`src/rtl/pipe_stage_reg_pkg.sv`:
```
// Shared types for the handshake pipeline stage register.
package pipe_stage_reg_pkg;

  // Occupancy-encoded states: the encoding doubles as the held-entry count.
  typedef enum logic [1:0] {
    PsEmpty = 2'd0,
    PsOne   = 2'd1,
    PsTwo   = 2'd2
  } ps_state_e;

endpackage

```
`src/rtl/pipe_stage_reg_sat_counter.sv`:
```
// Saturating up-counter with increment enable and synchronous clear.
module sat_counter #(
  parameter int unsigned WIDTH = 16
) (
  input  logic             clk_i,
  input  logic             clr_i,
  input  logic             en_i,
  output logic [WIDTH-1:0] count_o
);

  logic [WIDTH-1:0] count_q;

  // Clear wins over increment; hold once all ones.
  always_ff @(posedge clk_i) begin
    if (clr_i) begin
      count_q <= '0;
    end else if (en_i && (count_q != {WIDTH{1'b1}})) begin
      count_q <= count_q + 1'b1;
    end
  end

  assign count_o = count_q;

endmodule

```
`src/rtl/pipe_stage_reg.sv`:
```
// Valid/ready pipeline stage register with optional 2-entry skid buffer,
// bubble payload substitution and a saturating bubble counter.
module pipe_stage_reg
  import pipe_stage_reg_pkg::*;
#(
  parameter int unsigned     DATA_W     = 32,
  parameter bit              SKID       = 1'b1,
  parameter logic [DATA_W-1:0] BUBBLE_VAL = '0,
  parameter int unsigned     CNT_W      = 16
) (
  input  logic              cpu_clk_50M,
  input  logic              cpu_rst,
  input  logic              flush,
  input  logic              in_valid,
  output logic              in_ready,
  input  logic [DATA_W-1:0] in_data,
  output logic              out_valid,
  input  logic              out_ready,
  output logic [DATA_W-1:0] out_data,
  output logic [1:0]        occupancy,
  output logic [CNT_W-1:0]  bubble_cnt
);

  ps_state_e         state_q, state_d;
  logic [DATA_W-1:0] head_q, head_d;
  logic [DATA_W-1:0] skid_q, skid_d;
  logic              out_valid_q, out_valid_d;
  logic              in_ready_q, in_ready_d;
  logic              in_fire, out_fire;

  // Without the skid entry, ready is the classic combinational pass-through.
  assign in_ready = SKID ? in_ready_q : (!out_valid_q || out_ready);
  assign in_fire  = in_valid && in_ready;
  assign out_fire = out_valid_q && out_ready;

  // Next-state: handshake moves, then flush overrides everything.
  always_comb begin
    state_d     = state_q;
    head_d      = head_q;
    skid_d      = skid_q;
    out_valid_d = out_valid_q;

    unique case (state_q)
      PsEmpty: begin
        if (in_fire) begin
          head_d      = in_data;
          out_valid_d = 1'b1;
          state_d     = PsOne;
        end
      end
      PsOne: begin
        if (in_fire && out_fire) begin
          head_d = in_data;
        end else if (in_fire && SKID) begin
          // Head is stalled; park the new payload behind it.
          skid_d  = in_data;
          state_d = PsTwo;
        end else if (out_fire) begin
          head_d      = BUBBLE_VAL;
          out_valid_d = 1'b0;
          state_d     = PsEmpty;
        end
      end
      PsTwo: begin
        if (out_fire) begin
          head_d  = skid_q;
          state_d = PsOne;
        end
      end
      default: begin
        head_d      = BUBBLE_VAL;
        out_valid_d = 1'b0;
        state_d     = PsEmpty;
      end
    endcase

    if (flush) begin
      head_d      = BUBBLE_VAL;
      out_valid_d = 1'b0;
      state_d     = PsEmpty;
    end

    // Registered ready looks one state ahead so TWO never accepts.
    in_ready_d = (state_d != PsTwo);
  end

  // Stage state registers with synchronous reset.
  always_ff @(posedge cpu_clk_50M) begin
    if (cpu_rst) begin
      state_q     <= PsEmpty;
      head_q      <= BUBBLE_VAL;
      skid_q      <= BUBBLE_VAL;
      out_valid_q <= 1'b0;
      in_ready_q  <= 1'b0;
    end else begin
      state_q     <= state_d;
      head_q      <= head_d;
      skid_q      <= skid_d;
      out_valid_q <= out_valid_d;
      in_ready_q  <= in_ready_d;
    end
  end

  assign out_valid = out_valid_q;
  assign out_data  = head_q;
  assign occupancy = state_q;

  sat_counter #(
    .WIDTH (CNT_W)
  ) u_bubble_cnt (
    .clk_i   (cpu_clk_50M),
    .clr_i   (cpu_rst),
    .en_i    (!out_valid_q),
    .count_o (bubble_cnt)
  );

endmodule

```
`config.mk`:
```
export PLATFORM = sky130hd
export DESIGN_NAME = pipe_stage_reg
export DESIGN_NICKNAME = d
export VERILOG_FILES = /design/src/rtl/pipe_stage_reg_pkg.sv /design/src/rtl/pipe_stage_reg_sat_counter.sv /design/src/rtl/pipe_stage_reg.sv
export SDC_FILE = /design/constraint.sdc
export NUM_CORES = 1
export LEC_CHECK = 0
export CELL_PAD_IN_SITES_DETAIL_PLACEMENT = 2
export CELL_PAD_IN_SITES_GLOBAL_PLACEMENT = 2
export CORE_AREA = 5 5 109 111
export CTS_BUF_LIST = sky130_fd_sc_hd__clkbuf_4 sky130_fd_sc_hd__clkbuf_8
export DETAILED_ROUTE_END_ITERATION = 16
export DIE_AREA = 0 0 114 116
export GPL_ROUTABILITY_DRIVEN = 0
export PLACE_DENSITY = 0.9
export SLEW_MARGIN = 20
export SYNTH_ARGS = -nofsm -noshare
export SYNTH_HDL_FRONTEND = slang
export SYNTH_SLANG_ARGS = --single-unit
```
`constraint.sdc`:
```
create_clock -name cpu_clk_50M -period 3.85 [get_ports cpu_clk_50M]
set_input_delay 0.385 -clock cpu_clk_50M [delete_from_list [all_inputs] [get_ports cpu_clk_50M]]
set_output_delay 0.385 -clock cpu_clk_50M [all_outputs]
set_load 0.01 [all_outputs]
```
==> results_dict.tcl <==
set metrics [dict create \
    wl_per_cell_um 19.3 \
    synth_area_um2 3390 \
    chipHeight_um 116 \
    fp.dieW_um 114 \
    path_cells "clkdlybuf4s50_1 > and3b_1 > and3_1 > buf_4 > nand2_1 > a21oi_1" \
    cts_max_path_buffers 2 \
    grt_pass1_wl_um 19100 \
    min_from "skid_q[2]$_SDFFE_PP0P_" \
    cp.buffers_inverters 2 \
    power.leakage_nw 1.55 \
    synth_flop_cell "dfxtp_1" \
    start_kind "input pin" \
    final_antenna_net_count 0 \
    syn_area_per_cell_um2 8.87 \
    areaGrowthSynthToFinish_pct 33.6 \
    yosysTopAreaCell "dfxtp_1" \
    min_to "skid_q[2]$_SDFFE_PP0P_" \
    ys_types 50 \
    ys_warn_count 0 \
    cts_hold_buffers 0 \
    cp.required_ns 4.12 \
    dr.first_iter.drc_count 266 \
    start_util_pct 31.7 \
    period_share_pct 55.0 \
    ios 89 \
    clock_sinks 84 \
    core_um2 10700 \
    synth-seq-area-share_pct 49.6 \
    avgViaCountPerCell 5.52 \
    postSynth.asyncResetShare_pct 0 \
    ff2ff_path_depth 5 \
    grt_pass1_vias 3628 \
    vias 3317 \
    portBuffers 88 \
    setup_violations 0 \
    antenna_found_initial 0 \
    track_usage_pct 17.9 \
    min_period_ns 2.12 \
    worst_slew_pin_slew_ns 1.05 \
    num_rows 38 \
    synth_edf_count 0 \
    drv_cap 0 \
    crit_path_top_delay_cell "and3_1" \
    clk_latency_ns 0.35 \
    crit_family "simple AND/OR/NAND/NOR gates" \
    post_cts_buffers 0 \
    status "complete, no violations" \
    ys_ff_latch 84 \
    slowest_delay_ns 0.61 \
    rsz0062_at_grt "false" \
    cts-resized-gates 0 \
    final.fill_count 1172 \
    htreeDepth 3 \
    n_antenna_cell 0 \
    die_area_um2 13200 \
    min_path_cells 2 \
    post-synth-top-area-fraction_pct 49.6 \
    drc 0 \
    syn_inst 382 \
    setup_tns_ns 0 \
    reg2reg_to "u_bubble_cnt.count_o[5]$_SDFFE_PP0P_" \
    drt_first_pass_iters 6 \
    worstPathArrival_ns 2.39 \
    cts_buffers 9 \
    hold_path.class "register to register" \
    rrSetupSlack_ns 1.81 \
    fin_util_pct 42.3 \
    r2r_start "u_bubble_cnt.count_o[0]$_SDFFE_PP0P_" \
    synth_most_common_cell "dfxtp_1" \
    fmax_mhz 472 \
    power.density_nw_per_um2 379 \
    clock-root-buffer "clkbuf_8" \
    nets 494 \
    crit_fanout 17 \
    hold_viol 0 \
    tritoncts "done" \
    worstSetupPathType "input pin to register" \
    cp-end-kind "register" \
    overflow 0 \
    drive_gt1_share_pct 8.24 \
    drt-total-wl_um 11600 \
    peakVddDrop_uv 144 \
    yosys-top-cells-area "dfxtp_1 (50%), a222oi_1 (9.5%), nand2_1 (8.3%)" \
    grt_max_degree 58 \
    timing.slew.headroom_pct 29.9 \
    syn_nets 420 \
    drv_slew 0 \
    synth_commonest_cells "dfxtp_1 (84), nand2_1 (75), nor2_1 (40)" \
    dpl.hpwl_um 7890 \
    clk_pin_slew_ns 0.09 \
    skew_ns 0.0116 \
]
-- placed cells by master, fill, tap and decap left out, types with 5 or more instances in the layout --
cell type        count
a222oi_1            32
nor2_1              40
a211oi_1             5
nand2_1             75
clkdlybuf4s50_1     87
nand3_1              7
nor2b_1              5
a21oi_1             38
clkbuf_8             9
dfxtp_1             84
-- how the worst max path moves through the flow --
stage | startpoint | end | slack (ns) | cells past startpoint
2_1_floorplan | u_bubble_cnt.count_o[0]$_SDFFE_PP0P_ | u_bubble_cnt.count_o[5]$_SDFFE_PP0P_ | 2.17 | 5
3_3_place_gp | out_ready | out_data[30]$_SDFFE_PP0P_ | 1.35 | 5
3_5_place_dp | in_valid | skid_q[29]$_SDFFE_PP0P_ | 1.39 | 6
4_1_cts | in_valid | skid_q[25]$_SDFFE_PP0P_ | 1.71 | 6
5_1_grt | in_valid | skid_q[17]$_SDFFE_PP0P_ | 1.55 | 6
6_report | in_valid | skid_q[25]$_SDFFE_PP0P_ | 1.73 | 6
-- flip-flops by register name, summed over array words and instances, names as in the netlist --
register and flops:
occupancy 2, out_valid 1, u_bubble_cnt.count_o 16, out_data 32, skid_q 32, in_ready 1
-- report_power, final --
part	leakage (nW)	switching [W]	internal [W]
combinational	0.790	0.000111	0.000106
sequential	0.680	0.0000276	0.000891
clock	0.0790	0.000331	0.000246
total	1.55	0.000470	0.00124
-- per-stage QoR --
stage	hold WS, ns	std cells	total power [W]	setup slack (ns)	cell area, µm²
after floorplan	0.436	382	0.00103	2.17	3390
after global placement	0.441	585	0.00114	1.35	4340
after detailed placement	0.450	585	0.00116	1.39	4350
after CTS	0.469	601	0.00174	1.71	4520
after global routing	0.490	601	0.00179	1.55	4520
final	0.468	601	0.00171	1.73	4520
-- final cells by class --
class | count | area, µm² | area share (%)
inverters | 4 | 15.0 | 0.332
clock buffers | 10 | 131 | 2.90
well taps | 140 | 175 | 3.87
repair buffers | 92 | 906 | 20.0
clock inverters | 6 | 47.5 | 1.05
multi-input cells | 265 | 1570 | 34.7
flip-flops and latches | 84 | 1680 | 37.2
-- worst reg2reg max path: stages (launching register included) --
cell and delay (ns):
dfxtp_1 0.44, ha_1 0.38, nand4_2 0.32, nor3_4 0.36, a21oi_1 0.15, mux2_2 0.29
-- cell families after synthesis --
kind of cell,count (synthesis),share of synthesized area (%)
and+or+nand+nor,160,22.3
AOI/OAI and AO/OA,100,22.2
DFF,84,49.6
buffers and inverters,33,4.17
muxes,3,0.997
xor gates and xnor gates,1,0.259
adders and majority gates,1,0.369
-- routing by layer --
metal	up-vias	share of wire (%)	global-route usage (%)	wire length, µm
met5	-	0	0	0
met2	91	50	31.5	5780
li1	1553	-	-	-
met3	11	4.2	2.61	487
met4	0	1.1	5.46	129
met1	1662	45	22.7	5210
Note: power is estimated with default switching activity, not from simulation.
